**src/rtl/inst_encoder_loader_pkg.sv**
```systemverilog
// inst_encoder_loader_pkg: RV32I type codes, opcode/funct constants and the per-type encoding table shared with the decoder
package inst_encoder_loader_pkg;
  localparam int INST_TYPE_WIDTH = 6;
  typedef enum logic [INST_TYPE_WIDTH-1:0] {
    T_LUI, T_AUIPC, T_JAL, T_JALR,
    T_BEQ, T_BNE, T_BLT, T_BGE, T_BLTU, T_BGEU,
    T_LB, T_LH, T_LW, T_LBU, T_LHU,
    T_SB, T_SH, T_SW,
    T_ADDI, T_SLTI, T_SLTIU, T_XORI, T_ORI, T_ANDI, T_SLLI, T_SRLI, T_SRAI,
    T_ADD, T_SUB, T_SLL, T_SLT, T_SLTU, T_XOR, T_SRL, T_SRA, T_OR, T_AND
  } inst_type_e;
  typedef enum logic [2:0] {FMT_R, FMT_I, FMT_SH, FMT_S, FMT_B, FMT_U, FMT_J, FMT_X} fmt_e;
  localparam logic [6:0] OP_LUI    = 7'b0110111;
  localparam logic [6:0] OP_AUIPC  = 7'b0010111;
  localparam logic [6:0] OP_JAL    = 7'b1101111;
  localparam logic [6:0] OP_JALR   = 7'b1100111;
  localparam logic [6:0] OP_BRANCH = 7'b1100011;
  localparam logic [6:0] OP_LOAD   = 7'b0000011;
  localparam logic [6:0] OP_STORE  = 7'b0100011;
  localparam logic [6:0] OP_IMM    = 7'b0010011;
  localparam logic [6:0] OP_REG    = 7'b0110011;
  localparam logic [6:0] F7_ALT    = 7'b0100000;
  typedef struct packed {
    fmt_e       fmt;
    logic [6:0] op;
    logic [2:0] f3;
    logic [6:0] f7;
  } enc_t;
  function automatic enc_t enc_lookup(input logic [INST_TYPE_WIDTH-1:0] t);
    enc_t e;
    e = '{FMT_X, 7'd0, 3'd0, 7'd0};
    case (t)
      T_LUI:   e = '{FMT_U,  OP_LUI,    3'd0, 7'd0};
      T_AUIPC: e = '{FMT_U,  OP_AUIPC,  3'd0, 7'd0};
      T_JAL:   e = '{FMT_J,  OP_JAL,    3'd0, 7'd0};
      T_JALR:  e = '{FMT_I,  OP_JALR,   3'd0, 7'd0};
      T_BEQ:   e = '{FMT_B,  OP_BRANCH, 3'd0, 7'd0};
      T_BNE:   e = '{FMT_B,  OP_BRANCH, 3'd1, 7'd0};
      T_BLT:   e = '{FMT_B,  OP_BRANCH, 3'd4, 7'd0};
      T_BGE:   e = '{FMT_B,  OP_BRANCH, 3'd5, 7'd0};
      T_BLTU:  e = '{FMT_B,  OP_BRANCH, 3'd6, 7'd0};
      T_BGEU:  e = '{FMT_B,  OP_BRANCH, 3'd7, 7'd0};
      T_LB:    e = '{FMT_I,  OP_LOAD,   3'd0, 7'd0};
      T_LH:    e = '{FMT_I,  OP_LOAD,   3'd1, 7'd0};
      T_LW:    e = '{FMT_I,  OP_LOAD,   3'd2, 7'd0};
      T_LBU:   e = '{FMT_I,  OP_LOAD,   3'd4, 7'd0};
      T_LHU:   e = '{FMT_I,  OP_LOAD,   3'd5, 7'd0};
      T_SB:    e = '{FMT_S,  OP_STORE,  3'd0, 7'd0};
      T_SH:    e = '{FMT_S,  OP_STORE,  3'd1, 7'd0};
      T_SW:    e = '{FMT_S,  OP_STORE,  3'd2, 7'd0};
      T_ADDI:  e = '{FMT_I,  OP_IMM,    3'd0, 7'd0};
      T_SLTI:  e = '{FMT_I,  OP_IMM,    3'd2, 7'd0};
      T_SLTIU: e = '{FMT_I,  OP_IMM,    3'd3, 7'd0};
      T_XORI:  e = '{FMT_I,  OP_IMM,    3'd4, 7'd0};
      T_ORI:   e = '{FMT_I,  OP_IMM,    3'd6, 7'd0};
      T_ANDI:  e = '{FMT_I,  OP_IMM,    3'd7, 7'd0};
      T_SLLI:  e = '{FMT_SH, OP_IMM,    3'd1, 7'd0};
      T_SRLI:  e = '{FMT_SH, OP_IMM,    3'd5, 7'd0};
      T_SRAI:  e = '{FMT_SH, OP_IMM,    3'd5, F7_ALT};
      T_ADD:   e = '{FMT_R,  OP_REG,    3'd0, 7'd0};
      T_SUB:   e = '{FMT_R,  OP_REG,    3'd0, F7_ALT};
      T_SLL:   e = '{FMT_R,  OP_REG,    3'd1, 7'd0};
      T_SLT:   e = '{FMT_R,  OP_REG,    3'd2, 7'd0};
      T_SLTU:  e = '{FMT_R,  OP_REG,    3'd3, 7'd0};
      T_XOR:   e = '{FMT_R,  OP_REG,    3'd4, 7'd0};
      T_SRL:   e = '{FMT_R,  OP_REG,    3'd5, 7'd0};
      T_SRA:   e = '{FMT_R,  OP_REG,    3'd5, F7_ALT};
      T_OR:    e = '{FMT_R,  OP_REG,    3'd6, 7'd0};
      T_AND:   e = '{FMT_R,  OP_REG,    3'd7, 7'd0};
      default: e = '{FMT_X,  7'd0,      3'd0, 7'd0};
    endcase
    return e;
  endfunction
endpackage

```
**src/rtl/inst_encoder_loader_pack.sv**
```systemverilog
// inst_pack: combinational RV32I encoder, (type, rd, rs1, rs2, imm) -> (word, known)
// in_*: decoded tuple; word: packed instruction (0 when unknown); known: type code recognised
module inst_pack
  import inst_encoder_loader_pkg::*;
(
  input  logic [INST_TYPE_WIDTH-1:0] in_type,
  input  logic [4:0]                 in_rd,
  input  logic [4:0]                 in_rs1,
  input  logic [4:0]                 in_rs2,
  input  logic [31:0]                in_imm,
  output logic [31:0]                word,
  output logic                       known
);
  enc_t e;
  always_comb begin
    e = enc_lookup(in_type);
    known = e.fmt != FMT_X;
    word =
      e.fmt == FMT_R  ? {e.f7, in_rs2, in_rs1, e.f3, in_rd, e.op} :
      e.fmt == FMT_I  ? {in_imm[11:0], in_rs1, e.f3, in_rd, e.op} :
      e.fmt == FMT_SH ? {e.f7, in_imm[4:0], in_rs1, e.f3, in_rd, e.op} :
      e.fmt == FMT_S  ? {in_imm[11:5], in_rs2, in_rs1, e.f3, in_imm[4:0], e.op} :
      e.fmt == FMT_B  ? {in_imm[12], in_imm[10:5], in_rs2, in_rs1, e.f3, in_imm[4:1], in_imm[11], e.op} :
      e.fmt == FMT_U  ? {in_imm[31:12], in_rd, e.op} :
      e.fmt == FMT_J  ? {in_imm[20], in_imm[10:1], in_imm[11], in_imm[19:12], in_rd, e.op} :
      32'd0;
  end
endmodule

```
**src/rtl/inst_encoder_loader.sv**
```systemverilog
// inst_encoder_loader: encodes an RV32I tuple and writes it little-endian, one byte per cycle, at a running pointer
// ptr_load/ptr_val: pointer load in IDLE; in_*: tuple handshake; mem_*: byte write port;
// word_out: last encoded word; done_out/err_out: completion pulse, err marks an unknown type
module inst_encoder_loader
  import inst_encoder_loader_pkg::*;
#(
  parameter int                ADDR_W     = 32,
  parameter logic [ADDR_W-1:0] START_ADDR = '0
) (
  input  logic                       clk_in,
  input  logic                       rst_in,
  input  logic                       rdy_in,
  input  logic                       ptr_load,
  input  logic [ADDR_W-1:0]          ptr_val,
  input  logic                       in_valid,
  output logic                       in_ready,
  input  logic [INST_TYPE_WIDTH-1:0] in_type,
  input  logic [4:0]                 in_rd,
  input  logic [4:0]                 in_rs1,
  input  logic [4:0]                 in_rs2,
  input  logic [31:0]                in_imm,
  output logic [ADDR_W-1:0]          mem_a,
  output logic [7:0]                 mem_dout,
  output logic                       mem_wr,
  output logic [31:0]                word_out,
  output logic                       done_out,
  output logic                       err_out
);
  typedef enum logic [1:0] {S_IDLE, S_EMIT, S_FIN} state_e;
  state_e            state_q, state_d;
  logic [ADDR_W-1:0] ptr_q, ptr_d;
  logic [1:0]        cnt_q, cnt_d;
  logic [31:0]       word_q, word_d;
  logic              err_q, err_d;
  logic [31:0]       enc_word;
  logic              enc_known;
  inst_pack u_pack (
    .in_type (in_type),
    .in_rd   (in_rd),
    .in_rs1  (in_rs1),
    .in_rs2  (in_rs2),
    .in_imm  (in_imm),
    .word    (enc_word),
    .known   (enc_known)
  );
  always_ff @(posedge clk_in or negedge rst_in)
    if (!rst_in) begin
      state_q <= S_IDLE;
      ptr_q   <= START_ADDR;
      cnt_q   <= '0;
      word_q  <= '0;
      err_q   <= 1'b0;
    end else begin
      state_q <= state_d;
      ptr_q   <= ptr_d;
      cnt_q   <= cnt_d;
      word_q  <= word_d;
      err_q   <= err_d;
    end
  // rdy_in low leaves every _d at its _q, which freezes the whole block
  always_comb begin
    state_d = state_q;
    ptr_d   = ptr_q;
    cnt_d   = cnt_q;
    word_d  = word_q;
    err_d   = err_q;
    if (rdy_in)
      case (state_q)
        S_IDLE:
          if (ptr_load) ptr_d = ptr_val;
          else if (in_valid) begin
            word_d  = enc_word;
            err_d   = ~enc_known;
            cnt_d   = '0;
            state_d = enc_known ? S_EMIT : S_FIN;
          end
        S_EMIT: begin
          ptr_d   = ptr_q + ADDR_W'(1);
          cnt_d   = cnt_q + 2'd1;
          state_d = cnt_q == 2'd3 ? S_FIN : S_EMIT;
        end
        default: state_d = S_IDLE;
      endcase
  end
  always_comb begin
    in_ready = state_q == S_IDLE && rdy_in;
    mem_wr   = state_q == S_EMIT && rdy_in;
    mem_a    = state_q == S_EMIT ? ptr_q : '0;
    mem_dout = state_q == S_EMIT ? word_q[{cnt_q, 3'b000} +: 8] : 8'd0;
    word_out = word_q;
    done_out = state_q == S_FIN && rdy_in;
    err_out  = state_q == S_FIN && rdy_in && err_q;
  end
endmodule

```
**config.mk**
```make
export PLATFORM = sky130hd
export DESIGN_NAME = inst_encoder_loader
export DESIGN_NICKNAME = d
export VERILOG_FILES = /design/src/rtl/inst_encoder_loader_pkg.sv /design/src/rtl/inst_encoder_loader_pack.sv /design/src/rtl/inst_encoder_loader.sv
export SDC_FILE = /design/constraint.sdc
export NUM_CORES = 1
export LEC_CHECK = 0
export ABC_CLOCK_PERIOD_IN_PS = 1900
export BUFFER_PORTS_ARGS = -buffer_cell sky130_fd_sc_hd__buf_2
export CAP_MARGIN = 20
export CELL_PAD_IN_SITES_DETAIL_PLACEMENT = 0
export CELL_PAD_IN_SITES_GLOBAL_PLACEMENT = 1
export CORE_MARGIN = 10
export CORE_UTILIZATION = 34
export CTS_CLUSTER_DIAMETER = 60
export DETAILED_ROUTE_END_ITERATION = 8
export PLACE_DENSITY = 0.83
export RECOVER_POWER = 25
export SYNTH_ARGS = -nofsm -noshare
export SYNTH_HDL_FRONTEND = slang
export SYNTH_SLANG_ARGS = --single-unit
```
**constraint.sdc**
```tcl
create_clock -name clk_in -period 1.9 [get_ports clk_in]
set_input_delay 0.095 -clock clk_in [delete_from_list [all_inputs] [get_ports clk_in]]
set_output_delay 0.095 -clock clk_in [all_outputs]
set_load 0.01 [all_outputs]
```
==> results of run 1 <==
==> synthesized netlist by cell type (all sizes together), types with 7 or more instances <==
| cell type | n | area share |
|---|---|---|
| dfrtp | 68 | 0.34 |
| nand2 | 65 | 0.049 |
| o21ai | 55 | 0.056 |
| nor2 | 51 | 0.041 |
| a21oi | 50 | 0.051 |
| and2 | 36 | 0.046 |
| clkbuf | 29 | 0.030 |
| nand3 | 26 | 0.028 |
| inv | 20 | 0.015 |
| buf | 14 | 0.018 |
| o22ai | 14 | 0.018 |
| a2bb2oi | 13 | 0.023 |
| a221oi | 11 | 0.023 |
| a31oi | 11 | 0.014 |
| mux2i | 11 | 0.022 |
| nor3 | 11 | 0.018 |
| mux4 | 9 | 0.041 |
| ha | 7 | 0.018 |
==> final cells by class <==
cell class / instances / area [µm²]
timing repair buffer: 278 / 1780
multi-input combinational: 458 / 3030
inverter: 20 / 75.1
fill: 1430 / 7360
tap: 184 / 230
clock buffer: 12 / 246
sequential: 68 / 1700
==> where the power goes <==
group | internal, W | switching, W
Combinational | 0.00251 | 0.00264
Sequential | 0.00211 | 0.000666
Clock | 0.000889 | 0.000589
==> what timing repair did <==
item                                    4_1_cts  5_1_grt
buffers inserted                              5        2
endpoints found under the setup margin       17       19
gates cloned                                  1        0
hold buffers                                  4        0
resized for setup                             5       16
hold endpoints to repair                     71        0
pin swaps                                     3        4
==> layout by cell type, fill, tap and decap left out, types with 6 or more instances in the layout <==
| cell type | count |
|---|---|
| sky130_fd_sc_hd__o21ai_0 | 50 |
| sky130_fd_sc_hd__clkbuf_16 | 9 |
| sky130_fd_sc_hd__mux4_2 | 9 |
| sky130_fd_sc_hd__nand3_1 | 22 |
| sky130_fd_sc_hd__o22ai_1 | 13 |
| sky130_fd_sc_hd__inv_1 | 20 |
| sky130_fd_sc_hd__nand2b_1 | 6 |
| sky130_fd_sc_hd__ha_1 | 6 |
| sky130_fd_sc_hd__buf_4 | 100 |
| sky130_fd_sc_hd__a21oi_1 | 46 |
| sky130_fd_sc_hd__nor3_1 | 7 |
| sky130_fd_sc_hd__and2_1 | 35 |
| sky130_fd_sc_hd__o211ai_1 | 6 |
| sky130_fd_sc_hd__a2bb2oi_1 | 11 |
| sky130_fd_sc_hd__mux2i_1 | 11 |
| sky130_fd_sc_hd__nor2_1 | 47 |
| sky130_fd_sc_hd__nand2_1 | 63 |
| sky130_fd_sc_hd__dfrtp_1 | 67 |
| sky130_fd_sc_hd__a221oi_1 | 9 |
| sky130_fd_sc_hd__buf_2 | 165 |
| sky130_fd_sc_hd__a31oi_1 | 11 |
==> metrics by stage <==
step           instance area (µm²)  total power [W]  utilization  hold WS (ns)
2_1_floorplan                 4950          0.00542            -        -0.201
3_3_place_gp                  6600          0.00755        0.457         0.155
3_5_place_dp                  6600          0.00762        0.457         0.157
4_1_cts                       6990          0.00939        0.484       0.00136
5_1_grt                       7060           0.0101        0.490        0.0112
6_report                      7060          0.00941        0.490        0.0165
==> metal layers <==
metal	vias up	share of wire	global-route usage
li1	2656	-	-
met1	2542	0.43	0.225
met2	229	0.47	0.295
met3	19	0.090	0.0675
met4	0	0.010	0.0375
met5	-	0	0
==> cell families (layout without fill, tap and decap cells) <==
logic type / count (synthesis) / in the layout
muxes: 20 / 20
and+or+nand+nor: 229 / 229
xor gates and xnor gates: 2 / 2
AOI/OAI and AO/OA: 200 / 200
adders and majority gates: 7 / 7
DFF: 68 / 68
buffers and inverters: 63 / 310
==> worst max-delay path: cells and delay by family, from the launching register on <==
family / cells / cell delay (ns)
adder cells (fa/ha/maj): 1 / 0.18
AND/OR/NAND/NOR: 4 / 0.80
buffers and inverters: 1 / 0.16
flip-flops: 1 / 0.43
AO/OA/AOI/OAI: 2 / 0.28
==> registers in the layout, indices dropped and copies added (netlist names) <==
| name | count |
|---|---|
| ptr_q | 32 |
| word_out | 31 |
| cnt_q | 2 |
| state_q | 2 |
| err_q | 1 |
==> worst min path at each step <==
| stage | cells after the start | slack (ns) | endpoint |
|---|---|---|---|
| floorplan | 0 | -0.20 | cnt_q[0]$_DFFE_PN0P_ |
| global placement | 2 | 0.15 | ptr_q[14]$_DFFE_PN0P_ |
| detailed placement | 2 | 0.16 | ptr_q[14]$_DFFE_PN0P_ |
| CTS | 3 | 0.001 | ptr_q[1]$_DFFE_PN0P_ |
| global route | 3 | 0.01 | word_out[28]$_DFFE_PN0P_ |
| finish | 3 | 0.02 | word_out[28]$_DFFE_PN0P_ |
==> impl_metrics.tcl, run 1 <==
set metrics [dict create \
    status "finished, violations left" \
    violated_checks "negative setup slack" \
    coreArea_um2 14400 \
    ir_drop_uv 456 \
    die-height_um 141 \
    startpoint_type "flip-flop" \
    asyncSetResetFlopFracSynth 1.00 \
    maxSlewHeadroom 0.342 \
    grt_remaining_overflow 0 \
    largest_net_degree_at_the_start_of_global_routing 69 \
    io_buffers 165 \
    grt_use_total 0.182 \
    worst_ep_arrival_time_ns 2.18 \
    clock-sinks 68 \
    placementRows 44 \
    r2r_setup_slack_ns -0.02 \
    via_count_of_the_first_global_routing_pass 5434 \
    worstPathMaxFanout 8 \
    num_antenna_cells 0 \
    worst_setup_path_startpoint "ptr_q[0]$_DFFE_PN0P_" \
    yosysSeqAreaShare 0.344 \
    cts_buffer_depth 2 \
    synth.lib_cells_used.distinct 70 \
    path_class_of_the_lowest_slack_min_delay_path "input port to flip-flop" \
    routed-via-count 5446 \
    drt-wirelength-per-cell_um 18.2 \
    synthesis.yosys.warnings 0 \
    synthSimpleGateAreaFrac 0.243 \
    sum_of_negative_setup_slack_ns -0.0429 \
    critical_path.endpoint_type "flip-flop" \
    setup_viol_count_final 4 \
    initial_utilization 0.343 \
    worst_r2r_endpoint "ptr_q[22]$_DFFE_PN0P_" \
    tritoncts "built" \
    finalMaxSlewViolations 0 \
    synthesis.area_um2 4950 \
    place_inst 996 \
    finalWeightedCongestion 0.922 \
    grt_first_pass_wirelength_mm 29.3 \
    synth_top_family_by_area "compound AO/OA/AOI/OAI gates" \
    die_area_um2 19800 \
    critical_path.max_stage_delay_ns 0.47 \
    setup.worst_path.end "ptr_q[22]$_DFFE_PN0P_" \
    num_cts_buffers 9 \
    finalWirelength_mm 18.6 \
    instances_no_fill 1020 \
    fin_crit_sh 1.01 \
    synth-compound-area-share 0.266 \
    fin_worst_skew_ns 0.00392 \
    period_needed_ns 1.92 \
    worst_path_max_delay_cell "sky130_fd_sc_hd__or4_4" \
    postSynthCellCount 589 \
    rsz0062_at_grt "yes" \
    antenna_violating_nets_left 0 \
    clk_root_buffer_cell "sky130_fd_sc_hd__clkbuf_16" \
    detailedPlace.worstSlack_ns -0.176 \
    nets 932 \
    antenna_found_initial 0 \
    clock_tree.htree_level_count 3 \
    synth_mux_area_frac 0.0632 \
    drt_drc_violations_left 0 \
    post_drt_via_cell_ratio 5.34 \
    power_per_cell_area_nw_per_um2 1330 \
    ratio_of_cells_with_drive_above_1_in_the_final_layout 0.397 \
    post_synth.cell_area_avg_um2 8.41 \
    drt_iter0_markers 410 \
    syn_to_final_growth_pct 42.6 \
    top_level_ports 166 \
    fmaxAchievable_ghz 0.521 \
    drt_pass1_iterations 5 \
    max-cap-violations 0 \
    clk_transition_reported_paths_ns 0.05 \
    worst_pin_slew_ns 0.987 \
    finalHoldViolCount 0 \
    die_w_um 141 \
    setup.worst_path.class "flip-flop to flip-flop" \
    cp_data_required_time_ns 2.16 \
    worst_r2r_path_depth 8 \
    p_leak_nw 3.42 \
    hpwl_mm 14.5 \
    cp_cell_sequence "ha_4, nand3_4, or4_4, nor3_4, buf_12, nand3_2, a21oi_2, a2bb2oi_1" \
    syn_nets 686 \
    synth_fa_ha_area_frac 0.0177 \
    synth_enable_flop_cells 0 \
    synth-xor-area-share 0.00354 \
    worstHoldStart "in_imm[28]" \
    yosys_register_bits 68 \
    worst_skew_pair.late_latency_ns 0.34 \
    worst_case_setup_margin_in_the_final_layout_ns -0.0201 \
    synth_top_flop_cell "sky130_fd_sc_hd__dfrtp_1" \
    reg2reg_from "ptr_q[0]$_DFFE_PN0P_" \
]
No activity file was read; power rests on OpenSTA's default activity.
==> run 2, diff against run 1 <==
--- a/config.mk
+++ b/config.mk
@@ -8,13 +8,13 @@
 export ABC_CLOCK_PERIOD_IN_PS = 1900
 export BUFFER_PORTS_ARGS = -buffer_cell sky130_fd_sc_hd__buf_2
 export CAP_MARGIN = 20
-export CELL_PAD_IN_SITES_DETAIL_PLACEMENT = 0
+export CELL_PAD_IN_SITES_DETAIL_PLACEMENT = 1
 export CELL_PAD_IN_SITES_GLOBAL_PLACEMENT = 1
 export CORE_MARGIN = 10
-export CORE_UTILIZATION = 34
+export CORE_UTILIZATION = 32
 export CTS_CLUSTER_DIAMETER = 60
 export DETAILED_ROUTE_END_ITERATION = 8
-export PLACE_DENSITY = 0.83
+export PLACE_DENSITY = 0.79
 export RECOVER_POWER = 25
 export SYNTH_ARGS = -nofsm -noshare
 export SYNTH_HDL_FRONTEND = slang
==> run 2 against run 1 <==
The flow still finishes with violations (negative setup slack); first-iteration DRC count decreased by 25%; global-route usage increased by 1.4 points; via count increased by 3.7%; register-to-register slack got worse by 0.02 ns; total power increased by 2.5%; setup slack got worse by 0.018 ns; utilization decreased by 2.1 points; clock skew increased by 0.0057 ns; routed wire length increased by 14%; count of clock-buffer cells in the layout increased by 2; sequential share of layout area decreased by 0.19 points; non-clock buffer count decreased by 1.
==> impl_metrics.tcl, run 2 (synthesis gave the netlist of run 1 again) <==
set metrics [dict create \
    post_drt_via_cell_ratio 5.50 \
    hold_depth 3 \
    grt-busiest-layer "met2" \
    finalWirelength_mm 21.1 \
    cp_data_required_time_ns 2.16 \
    grt_first_pass_wirelength_mm 32.6 \
    finalHoldViolCount 0 \
    violated_checks "negative setup slack" \
    p_leak_nw 3.43 \
    largest_reg_flops 32 \
    clk_transition_reported_paths_ns 0.06 \
    cts_buffer_depth 2 \
    grt.met3_usage 0.0495 \
    grt_use_total 0.196 \
    worst_setup_path_startpoint "ptr_q[0]$_DFFE_PN0P_" \
    initial_utilization 0.326 \
    worst_case_setup_margin_in_the_final_layout_ns -0.0379 \
    critical_path.endpoint_type "flip-flop" \
    worst_r2r_path_depth 8 \
    worst_pin_slew_ns 0.991 \
    layout.cells.most_common_list "sky130_fd_sc_hd__buf_2, sky130_fd_sc_hd__buf_4, sky130_fd_sc_hd__dfrtp_1" \
    setup_viol_count_final 4 \
    status "finished, violations left" \
    worst_r2r_endpoint "ptr_q[28]$_DFFE_PN0P_" \
    drt_pass1_iterations 4 \
    reg2reg_from "ptr_q[0]$_DFFE_PN0P_" \
    drt-wirelength-per-cell_um 20.6 \
    setup.worst_path.class "flip-flop to flip-flop" \
    mostFrequentLayoutCell "sky130_fd_sc_hd__buf_2" \
    setup.worst_path.end "ptr_q[28]$_DFFE_PN0P_" \
    post-layout-total-power_w 0.00964 \
    num_cts_buffers 9 \
    antenna_violating_nets_left 0 \
    grt_use_met1 0.232 \
    fin_crit_sh 1.02 \
    grt_remaining_overflow 0 \
    drt_drc_violations_left 0 \
    startpoint_type "flip-flop" \
    hpwl_mm 16.1 \
    routed-via-count 5648 \
    worst_skew_pair.late_latency_ns 0.34 \
    syn_to_final_growth_pct 43.8 \
    num_antenna_cells 0 \
    power_per_cell_area_nw_per_um2 1350 \
    drt_iter0_markers 307 \
    finalMaxSlewViolations 0 \
    clock-sinks 68 \
    die_area_um2 20800 \
    detailedPlace.worstSlack_ns -0.228 \
    largest_net_degree_at_the_start_of_global_routing 69 \
    placementRows 45 \
    final_core_util 0.468 \
    max-cap-violations 0 \
    antenna_found_initial 0 \
    ir_drop_uv 489 \
    top_level_ports 166 \
    ratio_of_cells_with_drive_above_1_in_the_final_layout 0.415 \
    die-height_um 144 \
    fmaxAchievable_ghz 0.516 \
    maxSlewHeadroom 0.339 \
    io_buffers 165 \
    holdWs_ns 0.0196 \
    worstPathMaxFanout 8 \
    rsz0062_at_grt "yes" \
    fin_worst_skew_ns 0.00964 \
    coreArea_um2 15200 \
    path_class_of_the_lowest_slack_min_delay_path "input port to flip-flop" \
    tritoncts "built" \
    clock_tree.htree_level_count 3 \
    via_count_of_the_first_global_routing_pass 5983 \
    grtUsageMet2 0.350 \
    clk_root_buffer_cell "sky130_fd_sc_hd__clkbuf_16" \
    nets 931 \
    die_w_um 144 \
    period_needed_ns 1.94 \
    worst_ep_arrival_time_ns 2.19 \
    top_register "ptr_q" \
    finalWeightedCongestion 0.888 \
    r2r_setup_slack_ns -0.04 \
]
[run 2: cell types whose count changed in the layout (fill, tap and decap cells not counted), sizes merged]
cell | previous run | this run
buf | 272 | 273
clkinv | 0 | 2
bufbuf | 1 | 0
dlygate4sd3 | 4 | 2
clkbuf | 13 | 16
[run 2: worst min-delay path by stage]
stage | start | end
floorplan | rst_in | cnt_q[0]$_DFFE_PN0P_
global placement | rst_in | ptr_q[1]$_DFFE_PN0P_
detailed placement | rst_in | ptr_q[1]$_DFFE_PN0P_
CTS | ptr_val[1] | ptr_q[1]$_DFFE_PN0P_
global route | in_rs2[2] | word_out[22]$_DFFE_PN0P_
finish | in_imm[6] | word_out[26]$_DFFE_PN0P_
[run 2: area by class of cell]
cell class,count,area [µm²]
sequential,68,1700
fill,1869,8080
timing repair buffer,277,1770
tap,188,235
clock buffer,14,254
inverter,20,75.1
clock inverter,2,10.0
multi-input combinational,458,3080
[run 2: worst max-delay path, cell delays in order, from the launching register on]
cell                        delay [ns]
sky130_fd_sc_hd__dfrtp_1          0.39
sky130_fd_sc_hd__ha_2             0.22
sky130_fd_sc_hd__nand3_2          0.08
sky130_fd_sc_hd__or4_4            0.47
sky130_fd_sc_hd__nor3_4           0.18
sky130_fd_sc_hd__buf_12           0.15
sky130_fd_sc_hd__nand3_4          0.06
sky130_fd_sc_hd__a21oi_2          0.15
sky130_fd_sc_hd__a2bb2oi_2        0.15
[run 2: per-layer routing]
metal	vias up	part of all wire
li1	2645	-
met1	2795	0.41
met2	194	0.52
met3	14	0.070
met4	0	0.0057
met5	-	0
[run 2: where the power goes]
| group | leakage, nW | internal (W) | switching [W] |
|---|---|---|---|
| sequential | 0.804 | 0.00211 | 0.000700 |
| clock | 0.131 | 0.000917 | 0.000618 |
| combinational | 2.49 | 0.00248 | 0.00281 |
| total | 3.43 | 0.00551 | 0.00413 |
[run 2: metrics by stage]
step | TNS [ns] | cell area [µm²] | instances
floorplan | 0 | 4950 | 589
global placement | -2.11 | 6590 | 997
detailed placement | -4.70 | 6590 | 997
CTS | -0.0454 | 6990 | 1024
global route | -1.07 | 7120 | 1027
finish | -0.0829 | 7120 | 1027
[run 2: timing repair]
| action | CTS | global route |
|---|---|---|
| endpoints found under the hold margin | 69 | 0 |
| resized for setup | 12 | 26 |
| buffers inserted | 9 | 2 |
| pin swaps | 3 | 6 |
| cloned | 0 | 1 |
| hold buffers | 2 | 0 |
| setup endpoints to repair | 21 | 30 |
==> run 3, diff against run 2 <==
--- a/config.mk
+++ b/config.mk
@@ -5,6 +5,7 @@
 export SDC_FILE = /design/constraint.sdc
 export NUM_CORES = 1
 export LEC_CHECK = 0
+export ABC_AREA = 1
 export ABC_CLOCK_PERIOD_IN_PS = 1900
 export BUFFER_PORTS_ARGS = -buffer_cell sky130_fd_sc_hd__buf_2
 export CAP_MARGIN = 20
@@ -14,7 +15,8 @@
 export CORE_UTILIZATION = 32
 export CTS_CLUSTER_DIAMETER = 60
 export DETAILED_ROUTE_END_ITERATION = 8
-export PLACE_DENSITY = 0.79
+export GPL_TIMING_DRIVEN = 0
+export PLACE_DENSITY = 0.82
 export RECOVER_POWER = 25
 export SYNTH_ARGS = -nofsm -noshare
 export SYNTH_HDL_FRONTEND = slang
==> run 3 against run 2 <==
The run now ends clean; area after synthesis increased by 7.5%; design area rose by 1.8%; synthesized cell count rose by 39%; critical endpoint is now ptr_q[25]$_DFFE_PN0P_; largest power group unchanged.
==> impl_metrics.tcl, run 3 <==
set metrics [dict create \
    status "finished, final reports clean" \
    fin_crit_sh 0.995 \
    io_buffers 164 \
    drt_iter0_markers 311 \
    worst_r2r_path_depth 12 \
    period_needed_ns 1.89 \
    drt_pass1_iterations 5 \
    synthesis.area_um2 5320 \
    clk_transition_reported_paths_ns 0.06 \
    place_inst 1202 \
    yosysSeqAreaShare 0.320 \
    asyncSetResetFlopFracSynth 1.00 \
    seq_power_share 0.252 \
    hpwl_mm 19.0 \
    drt_drc_violations_left 0 \
    worstPathMaxFanout 3 \
    startpoint_type "flip-flop" \
    die_w_um 149 \
    critical_path.endpoint_type "flip-flop" \
    num_cts_buffers 9 \
    antenna_found_initial 0 \
    p_sw_frac 0.500 \
    ir_drop_uv 803 \
    hold_depth 3 \
    sum_of_negative_setup_slack_ns 0 \
    die_area_um2 22200 \
    die-height_um 149 \
    largest_reg_flops 32 \
    clockPowerShare 0.170 \
    via_count_of_the_first_global_routing_pass 6998 \
    finalWeightedCongestion 0.932 \
    maxSlewHeadroom 0.0485 \
    syn_nets 914 \
    path_class_of_the_lowest_slack_min_delay_path "input port to flip-flop" \
    power_internal_w 0.00586 \
    cts_buffer_depth 2 \
    clock-sinks 68 \
    final_core_util 0.440 \
    max-cap-violations 0 \
    synth.lib_cells_used.distinct 48 \
    tritoncts "built" \
    worst_ep_arrival_time_ns 2.13 \
    coreArea_um2 16500 \
    postSynthCellCount 817 \
    top_register "ptr_q" \
    post_synth.cell_area_avg_um2 6.52 \
    yosys.area.top_type "sky130_fd_sc_hd__dfrtp_1" \
    top_level_ports 166 \
    syn_to_final_growth_pct 36.2 \
    synth.top_cells.by_area "sky130_fd_sc_hd__dfrtp_1, sky130_fd_sc_hd__nand2_1, sky130_fd_sc_hd__nor2_1" \
    finalHoldViolCount 0 \
    placementRows 47 \
    setup_viol_count_final 0 \
    grt_use_total 0.218 \
    holdWs_ns 0.0232 \
    ys_top_cells_by_count "sky130_fd_sc_hd__nand2_1, sky130_fd_sc_hd__nor2_1, sky130_fd_sc_hd__inv_1, sky130_fd_sc_hd__dfrtp_1, sky130_fd_sc_hd__a21oi_1" \
    post-synth-top-count-cell "sky130_fd_sc_hd__nand2_1" \
    synth_top_flop_cell "sky130_fd_sc_hd__dfrtp_1" \
    yosys_register_bits 68 \
    comb_power_share 0.578 \
    grt_remaining_overflow 0 \
    worst_skew_pair.late_latency_ns 0.35 \
    rsz0062_at_grt "yes" \
    finalWirelength_mm 24.4 \
    instances_no_fill 1239 \
    num_antenna_cells 0 \
    largest_net_degree_at_the_start_of_global_routing 50 \
    synthesis.yosys.warnings 0 \
    setup.worst_path.class "flip-flop to flip-flop" \
    cp_data_required_time_ns 2.14 \
    power_per_cell_area_nw_per_um2 1620 \
    grt_first_pass_wirelength_mm 38.3 \
    clock_tree.htree_level_count 3 \
    synth_enable_flop_cells 0 \
    power.net_switching_w 0.00586 \
    drt-wirelength-per-cell_um 19.7 \
    finalMaxSlewViolations 0 \
    layout.cells.most_common_list "sky130_fd_sc_hd__nand2_1, sky130_fd_sc_hd__buf_2, sky130_fd_sc_hd__nor2_1" \
    antenna_violating_nets_left 0 \
    routed-via-count 6520 \
    nets 1112 \
    final.fill_count 2227 \
    mostFrequentLayoutCell "sky130_fd_sc_hd__nand2_1" \
    post_drt_via_cell_ratio 5.26 \
    worst_pin_slew_ns 1.43 \
    clk_root_buffer_cell "sky130_fd_sc_hd__clkbuf_16" \
    initial_utilization 0.323 \
    p_leak_nw 3.71 \
    ratio_of_cells_with_drive_above_1_in_the_final_layout 0.307 \
    area_share_of_the_largest_cell_type_after_synthesis 0.320 \
    fmaxAchievable_ghz 0.529 \
    fin_worst_skew_ns 0.00606 \
]
## run 3: final timing paths
| kind | start | to | slack (ns) |
|---|---|---|---|
| worst min register to register | word_out[17]$_DFFE_PN0P_ | word_out[17]$_DFFE_PN0P_ | 0.52 |
| worst max-delay path | ptr_q[1]$_DFFE_PN0P_ | ptr_q[25]$_DFFE_PN0P_ | 0.009 |
| min in group asynchronous | rst_in | ptr_q[3]$_DFFE_PN0P_ | 0.60 |
| worst min-delay path | in_rs1[0] | word_out[15]$_DFFE_PN0P_ | 0.02 |
| worst max register to register | ptr_q[1]$_DFFE_PN0P_ | ptr_q[25]$_DFFE_PN0P_ | 0.009 |
| max in group asynchronous | rst_in | cnt_q[1]$_DFFE_PN0P_ | 0.38 |
## run 3: logic make-up after synthesis
family                   Yosys count  synth area share
AO/OA/AOI/OAI                    168             0.188
AND/OR/NAND/NOR                  435             0.364
flip-flops                        68             0.320
buffers and inverters            132             0.101
adder cells (fa/ha/maj)            7            0.0165
XOR/XNOR                           7            0.0115
## run 3: critical path: stages (launching register included)
cell                      delay (ns)
sky130_fd_sc_hd__dfrtp_2        0.44
sky130_fd_sc_hd__buf_6          0.11
sky130_fd_sc_hd__buf_4          0.10
sky130_fd_sc_hd__inv_1          0.07
sky130_fd_sc_hd__nor3_2         0.12
sky130_fd_sc_hd__nand2_1        0.11
sky130_fd_sc_hd__nor2_2         0.19
sky130_fd_sc_hd__nand4_1        0.20
sky130_fd_sc_hd__xor2_1         0.22
sky130_fd_sc_hd__nand2_1        0.06
sky130_fd_sc_hd__nand2_1        0.06
sky130_fd_sc_hd__nand2_1        0.05
sky130_fd_sc_hd__nand2_1        0.05
## run 3: layout make-up
class	instances	area [µm²]	area share
Inverter	97	367	0.0506
Clock buffer	9	225	0.0311
Tap cell	220	275	0.0380
Buffer	34	226	0.0312
Multi-Input combinational cell	617	3300	0.455
Sequential cell	68	1710	0.236
Clock inverter	6	114	0.0157
Timing Repair Buffer	188	1040	0.143
## run 3: stage by stage
| stage | power (W) | setup slack [ns] | cell area (µm²) |
|---|---|---|---|
| finish | 0.0117 | 0.00869 | 7250 |
| global route | 0.0126 | -0.0761 | 7250 |
| CTS | 0.0113 | 0.00903 | 7050 |
| detailed placement | 0.00888 | -0.838 | 6450 |
| global placement | 0.00872 | -0.866 | 6420 |
| floorplan | 0.00626 | 0.120 | 5320 |
## run 3: power by group through the flow
stage	clock network [W]	logic, W	registers (W)
3_3_place_gp	0	0.00583	0.00288
3_5_place_dp	0	0.00598	0.00291
2_1_floorplan	0	0.00344	0.00281
4_1_cts	0.00201	0.00642	0.00289
6_report	0.00199	0.00677	0.00295
5_1_grt	0.00207	0.00750	0.00306
## run 3: routing by layer
metal	share of wire	GRT usage	vias up
met1	0.40	0.253	3130
li1	-	-	3108
met5	0	0	-
met2	0.50	0.375	243
met3	0.079	0.0631	39
met4	0.023	0.0707	0
## run 3: timing repair
item                                    in CTS  in global routing
pin swaps                                    6                 18
gates resized for setup                     51                 51
endpoints found under the hold margin       21                  0
hold buffers                                 3                  0
setup buffers                               12                  8
endpoints found under the setup margin      91                 83
cloned                                       0                  0
